<file path="config.mk">
export PLATFORM = sky130hd
export DESIGN_NAME = nfa_match_reporter
export DESIGN_NICKNAME = d
export VERILOG_FILES = /design/src/rtl/nfa_pkg.sv /design/src/rtl/nfa_rpt_fifo.sv /design/src/rtl/nfa_match_reporter.sv
export SDC_FILE = /design/constraint.sdc
export NUM_CORES = 1
export LEC_CHECK = 0
export ABC_AREA = 0
export CAP_MARGIN = 20
export CORE_UTILIZATION = 55
export DETAILED_ROUTE_END_ITERATION = 8
export PLACE_DENSITY = 0.75
export REMOVE_ABC_BUFFERS = 1
export SETUP_SLACK_MARGIN = 0.15
export SLEW_MARGIN = 20
export SYNTH_ARGS = -nofsm -noshare
export SYNTH_HDL_FRONTEND = slang
export SYNTH_SLANG_ARGS = --single-unit
</file>
<file path="constraint.sdc">
create_clock -name clk -period 4.3 [get_ports clk]
set_input_delay 1.075 -clock clk [delete_from_list [all_inputs] [get_ports clk]]
set_output_delay 1.075 -clock clk [all_outputs]
set_load 0.005 [all_outputs]
</file>
<file path="src/rtl/nfa_pkg.sv">
// Shared types and default constants for the NFA match reporter.
package nfa_pkg;

   localparam int MATCH_LAT_DEF  = 3;
   localparam int FIFO_DEPTH_DEF = 8;
   localparam int OFF_W_DEF      = 16;
   localparam int ID_W_DEF       = 8;

   // One queued report at the default widths: which packet, which byte.
   typedef struct packed {
      logic [ID_W_DEF-1:0]  id;
      logic [OFF_W_DEF-1:0] offset;
   } report_t;

   // Per-packet reporting state, tracked on the delayed byte stream.
   typedef enum logic [1:0] {
      ST_IDLE     = 2'd0,
      ST_IN_PKT   = 2'd1,
      ST_REPORTED = 2'd2
   } state_t;

endpackage

</file>
<file path="src/rtl/nfa_rpt_fifo.sv">
// Synchronous first-word-fall-through FIFO holding match reports.
// The head entry is presented on dout whenever the FIFO is not empty;
// dout reads as zero while empty. A push into a full FIFO is accepted
// only when a pop frees a slot in the same cycle.
module nfa_rpt_fifo #(
   parameter int DEPTH = 8,
   parameter int W     = 24
) (
   input  logic         clk,
   input  logic         reset,
   input  logic         push,
   input  logic [W-1:0] din,
   input  logic         pop,
   output logic [W-1:0] dout,
   output logic         full,
   output logic         empty
);

   localparam int AW = (DEPTH > 1) ? $clog2(DEPTH) : 1;

   logic [W-1:0]  mem [DEPTH];
   logic [AW-1:0] wr_ptr;
   logic [AW-1:0] rd_ptr;
   logic [AW:0]   count;
   logic          do_push;
   logic          do_pop;

   assign empty   = (count == '0);
   assign full    = (count == (AW+1)'(DEPTH));
   assign do_pop  = pop && !empty;
   assign do_push = push && (!full || do_pop);
   assign dout    = empty ? '0 : mem[rd_ptr];

   // Pointer and occupancy bookkeeping; pointers wrap naturally since DEPTH is a power of two.
   always_ff @(posedge clk or posedge reset) begin
      if (reset) begin
         wr_ptr <= '0;
         rd_ptr <= '0;
         count  <= '0;
      end else begin
         if (do_push) wr_ptr <= wr_ptr + 1'b1;
         if (do_pop)  rd_ptr <= rd_ptr + 1'b1;
         case ({do_push, do_pop})
            2'b10:   count <= count + 1'b1;
            2'b01:   count <= count - 1'b1;
            default: count <= count;
         endcase
      end
   end

   // Storage array; contents need no reset because empty masks the output.
   always_ff @(posedge clk) begin
      if (do_push) mem[wr_ptr] <= din;
   end

endmodule

</file>
<file path="src/rtl/nfa_match_reporter.sv">
// Tags bytes with packet id and offset, delays the tags to line up with the
// NFA match output, and queues the first match of each packet as a report.
// Optional feature macro NFA_RPT_COUNT_EN adds a saturating 32-bit
// match_count output counting every match seen on a valid delayed byte.
module nfa_match_reporter
   import nfa_pkg::*;
#(
   parameter int MATCH_LAT  = MATCH_LAT_DEF,
   parameter int FIFO_DEPTH = FIFO_DEPTH_DEF,
   parameter int OFF_W      = OFF_W_DEF,
   parameter int ID_W       = ID_W_DEF
) (
   input  logic             clk,
   input  logic             reset,
   input  logic             en,
   input  logic             sop,
   input  logic             eop,
   input  logic             match,
   output logic             rpt_valid,
   input  logic             rpt_ready,
   output logic [ID_W-1:0]  rpt_id,
   output logic [OFF_W-1:0] rpt_offset,
`ifdef NFA_RPT_COUNT_EN
   output logic [31:0]      match_count,
`endif
   output logic             rpt_ovf,
   input  logic             ovf_clr
);

   localparam int RPT_W = ID_W + OFF_W;

   logic [OFF_W-1:0]     off_q;
   logic [OFF_W-1:0]     cur_off;
   logic [ID_W-1:0]      pkt_id_q;
   logic [ID_W-1:0]      next_id_q;
   logic [ID_W-1:0]      cur_id;
   logic [MATCH_LAT-1:0] p_en;
   logic [MATCH_LAT-1:0] p_sop;
   logic [MATCH_LAT-1:0] p_eop;
   logic [ID_W-1:0]      p_id  [MATCH_LAT];
   logic [OFF_W-1:0]     p_off [MATCH_LAT];
   logic                 d_en;
   logic                 d_sop;
   logic                 d_eop;
   state_t               state_q;
   state_t               state_d;
   logic                 push_req;
   logic                 pop;
   logic                 fifo_full;
   logic                 fifo_empty;
   logic [RPT_W-1:0]     fifo_dout;
   logic                 ovf_evt;

   // Tag the incoming byte: sop restarts the offset and claims the next id.
   always_comb begin
      cur_off = off_q;
      cur_id  = pkt_id_q;
      if (en) begin
         if (sop) begin
            cur_off = '0;
            cur_id  = next_id_q;
         end else if (off_q != '1) begin
            cur_off = off_q + 1'b1;
         end
      end
   end

   // Hold the current packet's offset and id, and advance the id allocator.
   always_ff @(posedge clk or posedge reset) begin
      if (reset) begin
         off_q     <= '0;
         pkt_id_q  <= '0;
         next_id_q <= '0;
      end else if (en) begin
         off_q    <= cur_off;
         pkt_id_q <= cur_id;
         if (sop) next_id_q <= next_id_q + 1'b1;
      end
   end

   // Delay the byte tags so they arrive together with the NFA match result.
   always_ff @(posedge clk or posedge reset) begin
      if (reset) begin
         p_en  <= '0;
         p_sop <= '0;
         p_eop <= '0;
         for (int i = 0; i < MATCH_LAT; i++) begin
            p_id[i]  <= '0;
            p_off[i] <= '0;
         end
      end else begin
         p_en[0]  <= en;
         p_sop[0] <= en && sop;
         p_eop[0] <= en && eop;
         p_id[0]  <= cur_id;
         p_off[0] <= cur_off;
         for (int i = 1; i < MATCH_LAT; i++) begin
            p_en[i]  <= p_en[i-1];
            p_sop[i] <= p_sop[i-1];
            p_eop[i] <= p_eop[i-1];
            p_id[i]  <= p_id[i-1];
            p_off[i] <= p_off[i-1];
         end
      end
   end

   assign d_en  = p_en[MATCH_LAT-1];
   assign d_sop = p_sop[MATCH_LAT-1];
   assign d_eop = p_eop[MATCH_LAT-1];

   // Reporting state register.
   always_ff @(posedge clk or posedge reset) begin
      if (reset) state_q <= ST_IDLE;
      else       state_q <= state_d;
   end

   // Next state and push decision; a sop byte always starts a fresh packet.
   always_comb begin
      state_d  = state_q;
      push_req = 1'b0;
      if (d_en) begin
         if (d_sop) begin
            if (match) begin
               push_req = 1'b1;
               state_d  = ST_REPORTED;
            end else begin
               state_d  = ST_IN_PKT;
            end
            if (d_eop) state_d = ST_IDLE;
         end else begin
            case (state_q)
               ST_IN_PKT: begin
                  if (match) begin
                     push_req = 1'b1;
                     state_d  = ST_REPORTED;
                  end
                  if (d_eop) state_d = ST_IDLE;
               end
               ST_REPORTED: begin
                  if (d_eop) state_d = ST_IDLE;
               end
               default: state_d = state_q;
            endcase
         end
      end
   end

   assign pop     = rpt_valid && rpt_ready;
   assign ovf_evt = push_req && fifo_full && !pop;

   nfa_rpt_fifo #(
      .DEPTH (FIFO_DEPTH),
      .W     (RPT_W)
   ) u_fifo (
      .clk   (clk),
      .reset (reset),
      .push  (push_req),
      .din   ({p_id[MATCH_LAT-1], p_off[MATCH_LAT-1]}),
      .pop   (pop),
      .dout  (fifo_dout),
      .full  (fifo_full),
      .empty (fifo_empty)
   );

   assign rpt_valid  = !fifo_empty;
   assign rpt_id     = fifo_dout[RPT_W-1:OFF_W];
   assign rpt_offset = fifo_dout[OFF_W-1:0];

   // Sticky overflow flag; a drop in the same cycle as a clear keeps it set.
   always_ff @(posedge clk or posedge reset) begin
      if (reset)        rpt_ovf <= 1'b0;
      else if (ovf_evt) rpt_ovf <= 1'b1;
      else if (ovf_clr) rpt_ovf <= 1'b0;
   end

`ifdef NFA_RPT_COUNT_EN
   // Count every match on a valid delayed byte, including ignored repeats.
   always_ff @(posedge clk or posedge reset) begin
      if (reset)                                 match_count <= '0;
      else if (d_en && match && match_count != '1) match_count <= match_count + 1'b1;
   end
`endif

endmodule
</file>
### Yosys cells after proc, flatten, opt, wreduce, memory -nomap -nowiden

Memories as Yosys holds them, arrays and structs flattened.
Cells that the tools add are included.

* shift operators: 0
* divide/modulo/power cells: 0
* multiply operators: 0
* multiplexer cells: 22
* $add $sub $neg: 6
* bitwise gates (word level): 0
* $lt $le $gt $ge: 0
* equal/unequal tests: 8
* reduce and logical (&&, ||, !) cells: 17

Operators by type and width (count)
* $mux 16: 3
* $mux 24: 1
* $add 16x1->16 const B: 1
* $mux 8: 2
* $ne 16x16->1 const B: 1
* $mux 2: 6
* $add 8x1->8 const B: 1
* $mux 1: 8
* $pmux 4 s2: 1
* $logic_and 1x1->1: 7
* $add 3x1->3 const B: 2
* $add 4x1->4 const B: 1
* $eq 2x1->1 const B: 2
* $eq 2x2->1 const B: 2
* $eq 4x4->1 const B: 1
* $logic_not 4->1: 1
* $ne 4x4->1 const B: 1
* $pmux 2 s2: 1
* $reduce_and 4->1: 1
* $reduce_bool 2->1: 2
* $sub 4x1->4 const B: 1
* $logic_not 1->1: 3
* $ne 3x3->1 const B: 1
* $reduce_bool 3->1: 1
* other kinds (2): 2

* bits in latches: 0
* bits of input ports: 8
* memory bits (writable): 192
* memories: 1
* logic and storage cells: 71
* flip-flop bits (word level): 126
* bits in read-only memories: 0
* output and inout bits: 26

Memories
* u_fifo.mem: words 8, width 24, read ports 1, clocked after memory_dff 0, write ports 1, RTL line nfa_rpt_fifo.sv:21 `logic [W-1:0] mem [DEPTH];`

### Depth between registers and ports, before layout

* depth after elaboration: 8
* gate-level depth with buffers: 11
* depth with buffers taken out: 10

### Cells and area by module

A second synthesis with hierarchy kept.

* cell total of the unflattened synthesis: 666
* area total of the unflattened synthesis: 11891.4 sq um

By module, submodules not included
* nfa_rpt_fifo: cells an instance 376, area an instance 7975.1 sq um, sequential area each 6015.8 sq um, instances 1
* nfa_match_reporter: cells an instance 290, area an instance 3916.3 sq um, sequential area each 2902.8 sq um, instances 1

### Worst setup path after synthesis

Ideal clock, no wire load.

* path type: input port to flip-flop
* from: input port rpt_ready
* to: memory u_fifo.mem[0][0], enable pin
* path buffers: 2
* data required time: 3834 ps
* data arrival time: 3980 ps
* cell stages on the path: 6
* slack: -145 ps
* setup time: 466 ps
* cells stage by stage: clkbuf_1 -> nor4b_1 -> nand2_1 -> nand2b_1 -> buf_2 -> nor4_1

* cells in the longest elaborated chain, start to end: 6

RTL lines
* start, declared: RTL line nfa_match_reporter.sv:20 `input logic rpt_ready,`
* $logic_and 1x1->1: RTL line nfa_match_reporter.sv:148 `assign pop = rpt_valid && rpt_ready;`
* $logic_and 1x1->1: RTL line nfa_rpt_fifo.sv:30 `assign do_pop = pop && !empty;`
* $logic_or 1x1->1: RTL line nfa_rpt_fifo.sv:31 `assign do_push = push && (!full || do_pop);`
* $logic_and 1x1->1: RTL line nfa_rpt_fifo.sv:31
* $mux 1: RTL line nfa_rpt_fifo.sv:53 `if (do_push) mem[wr_ptr] <= din;`
* $mux 1 (implied by the code): RTL line nfa_rpt_fifo.sv:53
* end, declared: RTL line nfa_rpt_fifo.sv:21

No other way between the ends.

### Worst setup path after layout

* from: register u_fifo.rd_ptr[0]
* to: output port rpt_offset[7]

* cells in the longest elaborated chain, start to end: 2

RTL lines
* start, declared: RTL line nfa_rpt_fifo.sv:23 `logic [AW-1:0] rd_ptr;`
* start signal, assigned: RTL line nfa_rpt_fifo.sv:42 `if (do_pop) rd_ptr <= rd_ptr + 1'b1;`
* $mem_v2 8x24
* $mux 24: RTL line nfa_rpt_fifo.sv:32 `assign dout = empty ? '0 : mem[rd_ptr];`
* end, declared: RTL line nfa_match_reporter.sv:22 `output logic [OFF_W-1:0] rpt_offset,`

No other way between the ends.

==> metrics.txt <==
# TYPE chip_impl_metric gauge
chip_impl_metric{name="number_of_synthesized_flops_with_an_enable_pin",unit=""} 192
chip_impl_metric{name="synth.cell_area",unit="mm²"} 0.0118
chip_impl_info{name="hold_path_end",value="p_eop[2]"} 1
chip_impl_metric{name="cp_max_fo",unit=""} 21
chip_impl_metric{name="die-height",unit="µm"} 148
chip_impl_metric{name="yosys-mux-area-fraction",unit=""} 0.134
chip_impl_metric{name="die_w",unit="µm"} 148
chip_impl_metric{name="groute.usage.overall",unit=""} 0.211
chip_impl_metric{name="post_synth_inst_count",unit=""} 637
chip_impl_metric{name="total_routed_length",unit="µm"} 21600
chip_impl_metric{name="die_area",unit="mm²"} 0.0220
chip_impl_metric{name="power.sequential.fraction",unit=""} 0.479
chip_impl_metric{name="diodes",unit=""} 0
chip_impl_info{name="worst_hold_startpoint",value="p_eop[1]"} 1
chip_impl_metric{name="avgSynthCellArea",unit="µm²"} 18.5
chip_impl_metric{name="port_buffers",unit=""} 33
chip_impl_metric{name="antenna_found_initial",unit=""} 0
chip_impl_metric{name="ys.warnings.count",unit=""} 0
chip_impl_metric{name="dp_cells",unit=""} 938
chip_impl_metric{name="area_growth_syn_to_layout",unit="%"} 14.8
chip_impl_metric{name="rr_worst_depth",unit=""} 11
chip_impl_metric{name="netSwitchingPower",unit="mW"} 2.14
chip_impl_metric{name="time_the_final_worst_path_needs_with_i_o_delays_and_setup",unit="ns"} 3.87
chip_impl_metric{name="clkPwrFrac",unit=""} 0.311
chip_impl_metric{name="hold_depth",unit=""} 0
chip_impl_metric{name="core_area",unit="mm²"} 0.0210
chip_impl_metric{name="drive_above_1_share",unit=""} 0.212
chip_impl_info{name="cts_tree",value="yes"} 1
chip_impl_metric{name="max_clock_freq",unit="GHz"} 0.258
chip_impl_metric{name="layout.cell_area.non_filler",unit="mm²"} 0.0135
chip_impl_metric{name="drtIter0Drc",unit=""} 467
chip_impl_metric{name="synth_simple_gate_area_frac",unit=""} 0.0526
chip_impl_info{name="layout.cells.most_common_list",value="sky130_fd_sc_hd__edfxtp_1 (192), sky130_fd_sc_hd__dfrtp_1 (124), sky130_fd_sc_hd__mux4_2 (48)"} 1
chip_impl_metric{name="initial_util",unit=""} 0.559
chip_impl_metric{name="number_of_endpoints_with_negative_hold_slack_in_the_final_report",unit=""} 0
chip_impl_metric{name="tightest_slew",unit="ns"} 0.755
chip_impl_metric{name="grt_first_pass_wirelength",unit="µm"} 34900
chip_impl_metric{name="final_max_slew_viol_count",unit=""} 0
chip_impl_metric{name="finalHoldWorstSlack",unit="ns"} 0.345
chip_impl_metric{name="share_of_the_synthesized_area_in_compound_gates_ao_oa_aoi_oai",unit=""} 0.0208
chip_impl_info{name="criticalPathCategory",value="reg2out"} 1
chip_impl_info{name="synth_flop_cell",value="sky130_fd_sc_hd__edfxtp_1"} 1
chip_impl_metric{name="synth_seq_area_share",unit=""} 0.759
chip_impl_info{name="slowest_stage",value="sky130_fd_sc_hd__dfrtp_4"} 1
chip_impl_info{name="rr_endpoint",value="u_fifo.count[2]"} 1
chip_impl_metric{name="final.setup.worst_slack",unit="ns"} 0.431
chip_impl_metric{name="grt_max_degree",unit=""} 54
chip_impl_metric{name="netlist.area_leader.share",unit=""} 0.490
chip_impl_metric{name="synthXorXnorAreaFrac",unit=""} 0.0149
chip_impl_info{name="synth_top_family_by_area",value="multiplexers"} 1
chip_impl_metric{name="num_rows",unit=""} 53
chip_impl_metric{name="yosysUniqueCellTypes",unit=""} 46
chip_impl_metric{name="postCtsSetupRepairBufs",unit=""} 0
chip_impl_metric{name="comb_power_share",unit=""} 0.211
chip_impl_metric{name="remaining_drc_errors",unit=""} 0
chip_impl_info{name="synth_area_leaders",value="sky130_fd_sc_hd__edfxtp_1 (49%), sky130_fd_sc_hd__dfrtp_1 (27%), sky130_fd_sc_hd__mux4_2 (9.2%)"} 1
chip_impl_metric{name="max-cap-violations",unit=""} 0
chip_impl_info{name="setup_repair_after_global_routing_missed_its_margin",value="false"} 1
chip_impl_metric{name="num-nets-final",unit=""} 707
chip_impl_metric{name="report.final.setup_viol",unit=""} 0
chip_impl_metric{name="hpwlAfterDp",unit="µm"} 11800
chip_impl_metric{name="cellPowerDensity",unit="mW/mm²"} 602
chip_impl_metric{name="placed_cell_area",unit="mm²"} 0.0125
chip_impl_info{name="run_status",value="completed"} 1
chip_impl_metric{name="clk-insertion-delay-late",unit="ns"} 0.54
chip_impl_metric{name="crit_path_max_incr_delay",unit="ns"} 0.72
chip_impl_info{name="critPathLaunchType",value="flip-flop"} 1
chip_impl_metric{name="cp_num_buf_inv",unit=""} 2
chip_impl_metric{name="viasPerCell",unit=""} 5.77
chip_impl_metric{name="cts.sink_count",unit=""} 318
chip_impl_metric{name="cts-hold-fix-buffers",unit=""} 0
chip_impl_metric{name="final_replace_weighted_congestion",unit=""} 0.789
chip_impl_metric{name="relSlewSlack",unit=""} 0.497
chip_impl_info{name="crit_path_end_kind",value="primary output"} 1
chip_impl_info{name="timing.rr.start",value="u_fifo.count[1]"} 1
chip_impl_metric{name="worst_path_arrival",unit="ns"} 2.79
chip_impl_metric{name="finalClockSkew",unit="ns"} 0.0179
chip_impl_metric{name="synth-async-reset-ratio",unit=""} 0.396
chip_impl_metric{name="netSwitchingFraction",unit=""} 0.263
chip_impl_metric{name="total_power",unit="mW"} 8.12
chip_impl_info{name="final_common_cell",value="sky130_fd_sc_hd__edfxtp_1"} 1
chip_impl_metric{name="adder_cell_share_of_the_synthesized_area",unit=""} 0.00532
chip_impl_metric{name="ys_ff_latch",unit=""} 318
chip_impl_info{name="min-delay-path-class",value="reg2reg"} 1
chip_impl_metric{name="io_pins",unit=""} 34
chip_impl_metric{name="cp_data_required_time",unit="ns"} 3.22
chip_impl_metric{name="clk_pin_slew_worst_paths",unit="ns"} 0.06
chip_impl_metric{name="wire_per_inst",unit="µm"} 21.7
chip_impl_metric{name="clk_path_buf_depth",unit=""} 3
chip_impl_metric{name="finalNonFillerCells",unit=""} 991
chip_impl_metric{name="place_worst_setup_slack",unit="ns"} 0.790
chip_impl_metric{name="first_global_vias",unit=""} 6168
chip_impl_metric{name="vias",unit=""} 5714
chip_impl_metric{name="nFillCells",unit=""} 1375
chip_impl_info{name="clock_tree.root_cell",value="sky130_fd_sc_hd__clkbuf_16"} 1
chip_impl_info{name="timing.critical_path.max_delay_family",value="multiplexers"} 1
chip_impl_metric{name="grt-ovfl-total",unit=""} 0
chip_impl_metric{name="antenna_left",unit=""} 0
chip_impl_metric{name="ir_worst_vdd",unit="V"} 0.000305
chip_impl_metric{name="cts_made_buffers",unit=""} 29
chip_impl_metric{name="detailedRoute.firstPassIterationCount",unit=""} 7
chip_impl_metric{name="worst-r2r-setup-slack",unit="ns"} 1.87
chip_impl_metric{name="number_of_levels_in_the_clock_h_tree",unit=""} 1
chip_impl_metric{name="reported_leakage_power",unit="nW"} 5.17
chip_impl_metric{name="internal_power",unit="mW"} 5.98
chip_impl_info{name="worstPathCellList",value="buf_12, mux4_2, mux2i_1, nor2_1, clkdlybuf4s50_1"} 1
chip_impl_metric{name="cts_resized",unit=""} 0
chip_impl_metric{name="fin_crit_share",unit=""} 0.900
chip_impl_info{name="synth_area_leader_cell",value="sky130_fd_sc_hd__edfxtp_1"} 1
-- cells in the mapped netlist (2+ instances only) --
cell,number
sky130_fd_sc_hd__clkbuf_1,11
sky130_fd_sc_hd__edfxtp_1,192
sky130_fd_sc_hd__o21ai_1,4
sky130_fd_sc_hd__buf_4,2
sky130_fd_sc_hd__nand2b_1,5
sky130_fd_sc_hd__mux2_2,18
sky130_fd_sc_hd__nor4_1,2
sky130_fd_sc_hd__ha_1,5
sky130_fd_sc_hd__xor2_1,10
sky130_fd_sc_hd__buf_1,3
sky130_fd_sc_hd__buf_2,11
sky130_fd_sc_hd__dfrtp_1,126
sky130_fd_sc_hd__inv_1,10
sky130_fd_sc_hd__o21ai_0,3
sky130_fd_sc_hd__nor3_1,13
sky130_fd_sc_hd__a211oi_1,6
sky130_fd_sc_hd__o22ai_1,5
sky130_fd_sc_hd__o211ai_1,2
sky130_fd_sc_hd__a21oi_1,7
sky130_fd_sc_hd__mux4_2,48
sky130_fd_sc_hd__xnor2_1,10
sky130_fd_sc_hd__mux2i_1,28
sky130_fd_sc_hd__nand4_1,8
sky130_fd_sc_hd__nand3_1,9
sky130_fd_sc_hd__nor2_1,50
sky130_fd_sc_hd__a31oi_1,3
sky130_fd_sc_hd__and2_1,3
sky130_fd_sc_hd__nor4_2,2
sky130_fd_sc_hd__nor2b_1,4
sky130_fd_sc_hd__nand2_1,19
sky130_fd_sc_hd__and3_1,2
sky130_fd_sc_hd__nor3b_1,2
-- state kept, by name, indices dropped and copies added, names as in the netlist --
signal and count:
state_q 2, u_fifo.count 4, u_fifo.rd_ptr 3, p_id 24, rpt_ovf 1, pkt_id_q 8
u_fifo.mem 192, p_eop 3, p_off 48, p_en 3, p_sop 3, off_q 16
next_id_q 8, u_fifo.wr_ptr 3
-- layer usage --
metal | GRT usage | wire [µm] | vias to the layer above | share of wire
li1 | - | - | 2540 | -
met1 | 0.284 | 8800 | 2978 | 0.41
met2 | 0.367 | 11400 | 161 | 0.53
met3 | 0.0276 | 998 | 35 | 0.046
met4 | 0.0562 | 376 | 0 | 0.017
met5 | 0 | 0 | - | 0
-- per-stage QoR --
step	utilization	setup TNS (ns)
final	0.642	0
after global routing	0.642	0
after CTS	0.642	0
after detailed placement	0.596	0
after global placement	0.596	0
after floorplan	-	-18.05
-- area by class of cell --
type,count,area (µm²),area share
inverters,11,43.8,0.00324
flip-flops and latches,318,8920,0.661
repair buffers,53,518,0.0384
multi-input cells,281,2710,0.201
clock buffers,41,857,0.0635
well taps,275,344,0.0255
clock inverters,12,100,0.00742
-- power by group through the flow --
stage               Sequential [mW]  Combinational [mW]  Clock, mW
floorplan                      3.95               0.933          0
global placement               3.90                1.68          0
detailed placement             3.94                1.72          0
CTS                            3.89                1.74       2.57
global route                   3.93                1.87       2.69
finish                         3.89                1.71       2.52
-- kinds of logic after synthesis --
| group | after synthesis |
|---|---|
| AND/OR/NAND/NOR | 124 |
| XOR/XNOR | 20 |
| buffers and inverters | 38 |
| adder cells (fa/ha/maj) | 5 |
| AO/OA/AOI/OAI | 37 |
| multiplexers | 95 |
| flip-flops | 318 |
-- how the worst max path moves through the flow --
stage | from | to | slack, ns | cells after the start
after floorplan | reset | next_id_q[0] | -0.13 | 1
final | u_fifo.rd_ptr[0] | rpt_offset[7] | 0.43 | 5
after CTS | u_fifo.rd_ptr[0] | rpt_offset[7] | 0.21 | 5
after global placement | u_fifo.rd_ptr[0] | rpt_offset[10] | 0.84 | 5
after detailed placement | u_fifo.rd_ptr[0] | rpt_offset[10] | 0.79 | 5
after global routing | u_fifo.rd_ptr[0] | rpt_offset[7] | 0.26 | 5
Power figures use the tool's default switching activity.
==> patch, RTL diff (same settings) <==
The package constant `ID_W_DEF` goes from 8 to 12.
--- a/src/rtl/nfa_pkg.sv
+++ b/src/rtl/nfa_pkg.sv
@@ -4,7 +4,7 @@
    localparam int MATCH_LAT_DEF  = 3;
    localparam int FIFO_DEPTH_DEF = 8;
    localparam int OFF_W_DEF      = 16;
-   localparam int ID_W_DEF       = 8;
+   localparam int ID_W_DEF       = 12;
 
    // One queued report at the default widths: which packet, which byte.
    typedef struct packed {
Interface: changed (resized rpt_id); port bits go from 34 to 38. No check against the original RTL was run, so the function may have changed too.
==> patch against the unedited design <==
- routed wire length rose by 13%
- largest power group unchanged
- worst setup slack got worse by 0.056 ns
- via count rose by 17%
- highest routed layer unchanged
- first-iteration DRC count grew 5.8%
- design area grew 16%
- area after synthesis increased by 16%
- clock skew is 0.0045 ns lower
- synthesized cell count is 18% higher
- total power is 14% higher
- largest cell class unchanged
- sequential cell count grew 52
==> patch: results (changes against the unedited design) <==
| Metric | Value |
|---|---|
| Outcome | complete, no violations |
| CTS buffer count | 36 (+24%) |
| Yosys reg bits | 370 (+16%) |
| H-Tree Depth | 2 (+1) |
| Post-synth EDFFs | 224 (+17%) |
| Pwr dens | 593 nW/um^2 (-1.5%) |
| Layout cells sized above 1 | 18.2% (-3.0 points) |
| Buffers on Ports | 37 (+12%) |
| Comb_multi_in | 346 (+23%) |
| Sw Pwr | 2380 uW (+12%) |
| Inverter count | 9 (-2) |
| Seq/Total Area, Yosys | 76.2% (+0.39 points) |
| Clk_lat worst skew | 0.52 ns (-0.02 ns) |
| Clk tree area frac | 7.29% (+0.20 points) |
| Multi-input gate share of total cell area | 19.8% (-0.32 points) |
| Ranking of synthesized cells by area | edfxtp_1, dfrtp_1, mux4_2, mux2i_1, nand2_1 |
| CP Data Arrival Time | 2.85 ns (+0.06 ns) |
| Iteration-0 DRC Markers | 494 (+5.8%) |
| Nonclk buf count | 60 (+13%) |
| Nets | 838 (+19%) |
| Global-route wire length before repair | 39200 microns (+12%) |
| Combinational Power Share | 20.8% (-0.3 points) |
| Placed Cells | 1109 (+18%) |
| FF+latch area | 10400 sq um (+16%) |
| Via count | 6703 (+17%) |
| Worst rel slew slack | 50.7% (+0.97 points) |
| RePlAce Congestion | 0.806 (+2.2%) |
| Tap Count | 324 (+18%) |
| Filler cells | 1586 (+15%) |
| Synth Instances | 753 (+18%) |
| Vias in the first global route | 7087 (+15%) |
| Switch share | 25.7% (-0.55 points) |
| Max VDD drop | 0.306 mV (about the same) |
| WL per Instance | 20.8 microns (-4.3%) |
| Non-Filler Instances | 1175 (+19%) |
[patch: cell count changes in the layout (fill, tap and decap cells not counted), moves of 6 or more]
| cell | before | now |
|---|---|---|
| nand2_1 | 19 | 69 |
| edfxtp_1 | 192 | 224 |
| dfrtp_1 | 124 | 144 |
| mux2_2 | 18 | 2 |
| a21oi_1 | 7 | 17 |
| mux4_2 | 48 | 56 |
| clkinv_1 | 0 | 7 |
| clkbuf_16 | 31 | 37 |
| o21ai_0 | 3 | 9 |
[patch: layer usage]
layer  vias up  share of wire (%)  global-route usage, %  wire length (microns)
met5         -                  0                      0                      0
met4         0                2.8                   7.30                    684
met3        52                4.3                   3.31                   1060
met2       175                 50                   32.9                  12200
met1      3467                 43                   27.9                  10500
li1       3009                  -                      -                      -
[patch: critical path: stages (launching register included)]
cell	delay (ns)
dfrtp_4	0.65
buf_4	0.39
mux4_2	0.56
mux2i_1	0.18
nor2_1	0.06
clkdlybuf4s50_1	0.47
[patch: cells by family (layout without fill, tap and decap cells)]
kind of cell / after synthesis / count (layout) / synth area share (%)
AO/OA/AOI/OAI: 53 / 53 / 2.64
XOR/XNOR: 19 / 19 / 1.22
adder cells (fa/ha/maj): 7 / 7 / 0.643
buffers and inverters: 37 / 135 / 1.28
flip-flops: 370 / 370 / 76.2
multiplexers: 87 / 87 / 11.6
AND/OR/NAND/NOR: 180 / 180 / 6.38
[patch: path summary, 6_finish.rpt]
path,startpoint,to,slack [ns],cells after the start
setup / recovery,u_fifo.rd_ptr[0],rpt_id[8],0.37,5
setup reg to reg,u_fifo.count[0],u_fifo.count[2],1.68,11
max in group asynchronous,reset,p_id[15],2.40,3
hold reg to reg,p_off[38],p_off[22],0.35,0
hold / removal,p_off[38],p_off[22],0.35,0
min in group asynchronous,reset,off_q[0],1.08,2
